## src/rtl/queue_cmd_alu.sv

```systemverilog
// queue_cmd_alu: command front-end and ALU for a DEPTH-entry W-bit operand queue.
// Checks commands against a mirrored occupancy count and issues one-cycle apply pulses.
module queue_cmd_alu #(
    parameter int DEPTH = 10,
    parameter int W     = 8
) (
    input  logic         clk,
    input  logic         rst,
    input  logic         cmd_valid,
    output logic         cmd_ready,
    input  logic [2:0]   cmd_op,
    input  logic [W-1:0] cmd_data,
    input  logic [W-1:0] q_first,
    input  logic [W-1:0] q_second,
    output logic         q_apply,
    output logic [2:0]   q_op,
    output logic [W-1:0] q_in,
    output logic         busy,
    output logic [3:0]   count,
    output logic         err,
    output logic [1:0]   err_code
);
    localparam int SW = $clog2(W);

    typedef enum logic [2:0] {IDLE, ISSUE, DIV, SETTLE, ERR} state_t;

    state_t         state, state_n;
    logic [2:0]     op_r;
    logic [W-1:0]   b_r, quo, rem, alu, quo_n, rem_n;
    logic [W:0]     rem_sh, diff;
    logic [SW-1:0]  step;
    logic [1:0]     code_n;
    logic           accept, is_div, ge, last;

    assign accept = cmd_valid & cmd_ready;
    assign is_div = cmd_op == 3'd5 || cmd_op == 3'd6;
    assign last   = step == SW'(W - 1);

    always_comb begin
        code_n = (cmd_op == 3'd0 && count == 4'(DEPTH)) ? 2'd1 :
                 (cmd_op == 3'd1 && count == 4'd0) ? 2'd2 :
                 (cmd_op >= 3'd2 && cmd_op <= 3'd6 && count < 4'd2) ? 2'd2 :
                 (is_div && q_second == '0) ? 2'd3 : 2'd0;
        alu = cmd_op == 3'd0 ? cmd_data :
              cmd_op == 3'd1 ? '0 :
              cmd_op == 3'd2 ? q_first + q_second :
              cmd_op == 3'd3 ? q_first - q_second : W'(q_first * q_second);
        // restoring division step: shift in next dividend bit, subtract if it fits
        rem_sh = {rem, quo[W-1]};
        diff   = rem_sh - {1'b0, b_r};
        ge     = !diff[W];
        rem_n  = ge ? diff[W-1:0] : rem_sh[W-1:0];
        quo_n  = {quo[W-2:0], ge};
    end

    always_comb begin
        state_n = state;
        case (state)
            IDLE:    if (accept && cmd_op != 3'd7)
                         state_n = code_n != 2'd0 ? ERR : is_div ? DIV : ISSUE;
            DIV:     if (last) state_n = ISSUE;
            ISSUE:   state_n = SETTLE;
            default: state_n = IDLE;
        endcase
    end

    always_ff @(posedge clk or posedge rst) begin
        if (rst) begin
            state     <= IDLE;
            cmd_ready <= 1'b1;
            busy      <= 1'b0;
            q_apply   <= 1'b0;
        end else begin
            state     <= state_n;
            cmd_ready <= state_n == IDLE;
            busy      <= state_n != IDLE;
            q_apply   <= state_n == ISSUE;
        end
    end

    always_ff @(posedge clk or posedge rst) begin
        if (rst) begin
            op_r     <= '0;
            b_r      <= '0;
            quo      <= '0;
            rem      <= '0;
            step     <= '0;
            q_op     <= '0;
            q_in     <= '0;
            count    <= '0;
            err      <= 1'b0;
            err_code <= 2'd0;
        end else begin
            if (accept) begin
                op_r <= cmd_op;
                b_r  <= q_second;
                quo  <= q_first;
                rem  <= '0;
                step <= '0;
                if (cmd_op == 3'd7) begin
                    err      <= 1'b0;
                    err_code <= 2'd0;
                end else if (code_n != 2'd0) begin
                    err      <= 1'b1;
                    err_code <= code_n;
                end else if (!is_div) begin
                    q_op <= cmd_op;
                    q_in <= alu;
                end
            end
            if (state == DIV) begin
                rem  <= rem_n;
                quo  <= quo_n;
                step <= step + 1'b1;
                if (last) begin
                    q_op <= op_r;
                    q_in <= op_r == 3'd5 ? quo_n : rem_n;
                end
            end
            if (state == ISSUE)
                count <= op_r == 3'd0 ? count + 4'd1 : count - 4'd1;
        end
    end
endmodule
```

## config.mk

```make
export PLATFORM = sky130hd
export DESIGN_NAME = queue_cmd_alu
export DESIGN_NICKNAME = d
export VERILOG_FILES = /design/src/rtl/queue_cmd_alu.sv
export SDC_FILE = /design/constraint.sdc
export NUM_CORES = 1
export LEC_CHECK = 0
export CELL_PAD_IN_SITES_DETAIL_PLACEMENT = 0
export CELL_PAD_IN_SITES_GLOBAL_PLACEMENT = 1
export CORE_MARGIN = 8
export CORE_UTILIZATION = 47
export CTS_CLUSTER_DIAMETER = 100
export CTS_CLUSTER_SIZE = 28
export DETAILED_ROUTE_END_ITERATION = 7
export GPL_TIMING_DRIVEN = 0
export PLACE_DENSITY = 0.82
export SYNTH_ARGS = -nofsm -noshare
export SYNTH_HDL_FRONTEND = slang
export SYNTH_SLANG_ARGS = --single-unit
```

## constraint.sdc

```tcl
create_clock -name clk -period 6.3 [get_ports clk]
set_clock_uncertainty 0.05 [all_clocks]
set_input_delay 1.89 -clock clk [delete_from_list [all_inputs] [get_ports clk]]
set_output_delay 1.89 -clock clk [all_outputs]
set_load 0.1 [all_outputs]
```

==> flow_summary.toml <==
[run_status]
status = "finished clean"

[routing]
vias = 3928
avgRoutedWirePerCell_um = 17.0
drc = 0
ant_nets = 0
via_per_inst = 5.50
routed_wl_um = 12100
firstDrtPassIters = 5
drt-initial-drc-count = 188

[clocking]
cts_buffers = 5
clockBufferDepth = 2
clk_latency_ps = 320
path_clk_slew_ps = 100
cts_tree = "yes"
h-tree-depth = 2
root_buffer = "clkbuf_8"
cts_hold_buf = 0
cts_setup_buffers = 0
clock_sinks = 54

[timing]
setup-violations-final = 0
tightest_slew_ps = 987
slew_violations = 0
hold_viol_final = 0
hold-worst-slack_ps = 448
period_minus_slack_ps = 6160
fin_crit_sh_pct = 97.7
fin_tns_setup_ps = 0
slew_headroom_pct = 34.0
fmax_mhz = 162

[synth]
avgSynthCellArea_um2 = 8.73
synth_area_mm2 = 0.00457
post_synth_main_area_contributors = "dfrtp_1 (29%), ha_1 (11%), fa_1 (7.0%)"
synth_common_cells = "dfrtp_1 (53), nand2_1 (52), inv_1 (48)"
synthFlopType = "dfrtp_1"
synth_top_area_share_pct = 29.0
synth_edf_count = 0
synthCells = 524
synth.distinct_cells = 59
syn-num-nets = 612
yosys.area.top_type = "dfrtp_1"
yosys_warnings = 0
async_reset_ff_share_pct = 100
synth_seq_area_share_pct = 29.6
yosysMostFrequentCell = "dfrtp_1"
ys_ff_latch = 54

[finish]
area_delta_synth_final_pct = 17.0
fin_util_pct = 55.8
diodes = 0
layout-drive-gt1-share_pct = 4.99
nNetsFinal = 668
nFillCells = 886

[floorplan]
placeableCoreArea_mm2 = 0.00959
floorplan.rows = 36
die_x_um = 115
die_y_um = 115
start_util_pct = 47.7
dieArea_mm2 = 0.0131
io_pins = 51

[grt]
grt_pass1_wl_um = 19900
antenna_found_initial = 0
grt_max_degree = 36
grtUsageTotal_pct = 19.4
grt_overflow = 0
grt_pass1_vias = 3875

[placed_design]
globalplace.congestion = 0.925
port_buffers = 48
hpwl_um = 9660

[power_and_ir_drop]
switchingPower_mw = 1.35
p_sw_share_pct = 53.2
intPower_mw = 1.19
p_leak_nw = 2.46
pwr-share-clk_pct = 8.9
power_mw = 2.54
ir_worst_vdd_v = 0.000280
comb_power_share_pct = 66.4
powerDensity_mw_per_mm2 = 474
power_frac_seq_pct = 24.7

[setup_path]
arrival_ps = 6310
cp.required_ps = 6450
crit_type = "primary input to flip-flop"
cp-end-kind = "flip-flop"
crit_fanout = 7
critPathLaunchType = "primary input"

[run]
maxCapViolations = 0

[min_path]
hold_class = "flip-flop to flip-flop"
[state kept, by name, indices dropped and copies added, names as in the netlist]
signal,count
rem,8
err_code,2
count,4
quo,8
cmd_ready,1
busy,1
step,3
q_apply,1
state,3
err,1
op_r,3
q_op,3
q_in,8
b_r,8
[power groups by stage]
stage	Clock (mW)	Sequential (mW)	Combinational [mW]
finish	0.226	0.627	1.69
global route	0.243	0.649	1.83
CTS	0.228	0.626	1.70
detailed placement	0	0.633	1.69
global placement	0	0.629	1.66
floorplan	0	1.07	0.826
[timing repair]
item / in CTS / in global routing
gates resized for setup: 1 / 3
cloned: 0 / 0
hold endpoints to repair: 0 / 0
endpoints found under the setup margin: 1 / 1
[layout make-up]
cell class                 count  area (um^2)  area share, %
sequential                    54         1350           25.3
inverter                      50          188           3.51
timing repair buffer          49          502           9.38
clock inverter                 1         8.76          0.164
clock buffer                   7         96.3           1.80
multi-input combinational    399         2940           55.0
tap                          133          166           3.11
buffer                        21         95.1           1.78
[stage by stage]
step / setup slack [ps] / area, um^2 / std cells
after floorplan: 903 / 4570 / 524
after global routing: -17.2 / 5350 / 714
after detailed placement: -390 / 5240 / 706
after global placement: -402 / 5220 / 705
after CTS: 109 / 5350 / 714
final: 142 / 5350 / 714
[layer usage]
layer | share of wire, % | track usage (%) | vias to the layer above | routed length, um
met1 | 46 | 25.1 | 1902 | 5580
met5 | 0 | 0 | - | 0
met4 | 1.4 | 5.41 | 0 | 170
met3 | 4.3 | 2.64 | 9 | 521
met2 | 48 | 32.9 | 99 | 5870
li1 | - | - | 1918 | -
[cell families after synthesis]
family / count (synthesis) / share of synthesized area [%]
mux: 22 / 4.92
compound gates: 130 / 17.8
simple gates: 153 / 16.2
flops: 54 / 29.6
fa+ha+maj: 58 / 18.5
xor+xnor: 36 / 6.89
buf+inv: 71 / 6.18
[worst paths after layout]
kind                                 start   endpoint  slack (ps)  depth (start not counted)
worst max-delay path            q_first[3]    q_in[7]         140                         15
worst min-delay path                b_r[4]     b_r[4]         450                          2
min in group asynchronous              rst    step[2]        1830                          2
worst min register to register      b_r[4]     b_r[4]         450                          2
max in group asynchronous              rst  cmd_ready        3780                          3
worst max register to register      quo[7]    q_in[2]        3180                         13
[critical path: stages]
cell and delay (ps):
clkdlybuf4s50_1 690, ha_2 320, fa_1 430, ha_1 320, fa_1 550, inv_1 70, fa_1 550, inv_1 50
ha_1 310, a21oi_1 210, xnor2_1 110, xnor2_1 280, a21oi_1 120, a2111oi_1 310, o21ai_1 120
[cells in the final DEF (no fill, tap or decap), types with 7 or more instances in the layout]
| master | count |
|---|---|
| fa_1 | 16 |
| xor2_1 | 11 |
| o211ai_1 | 7 |
| ha_1 | 41 |
| xnor2_1 | 25 |
| nor2_1 | 38 |
| nand3_1 | 14 |
| and2_1 | 13 |
| o21a_1 | 8 |
| inv_1 | 47 |
| mux2i_1 | 18 |
| clkdlybuf4s50_1 | 46 |
| clkbuf_8 | 7 |
| nand2_1 | 52 |
| dfrtp_1 | 53 |
| a21oi_1 | 35 |
| o21ai_0 | 40 |
| clkbuf_1 | 13 |
Note: power is estimated with default switching activity, not from simulation.
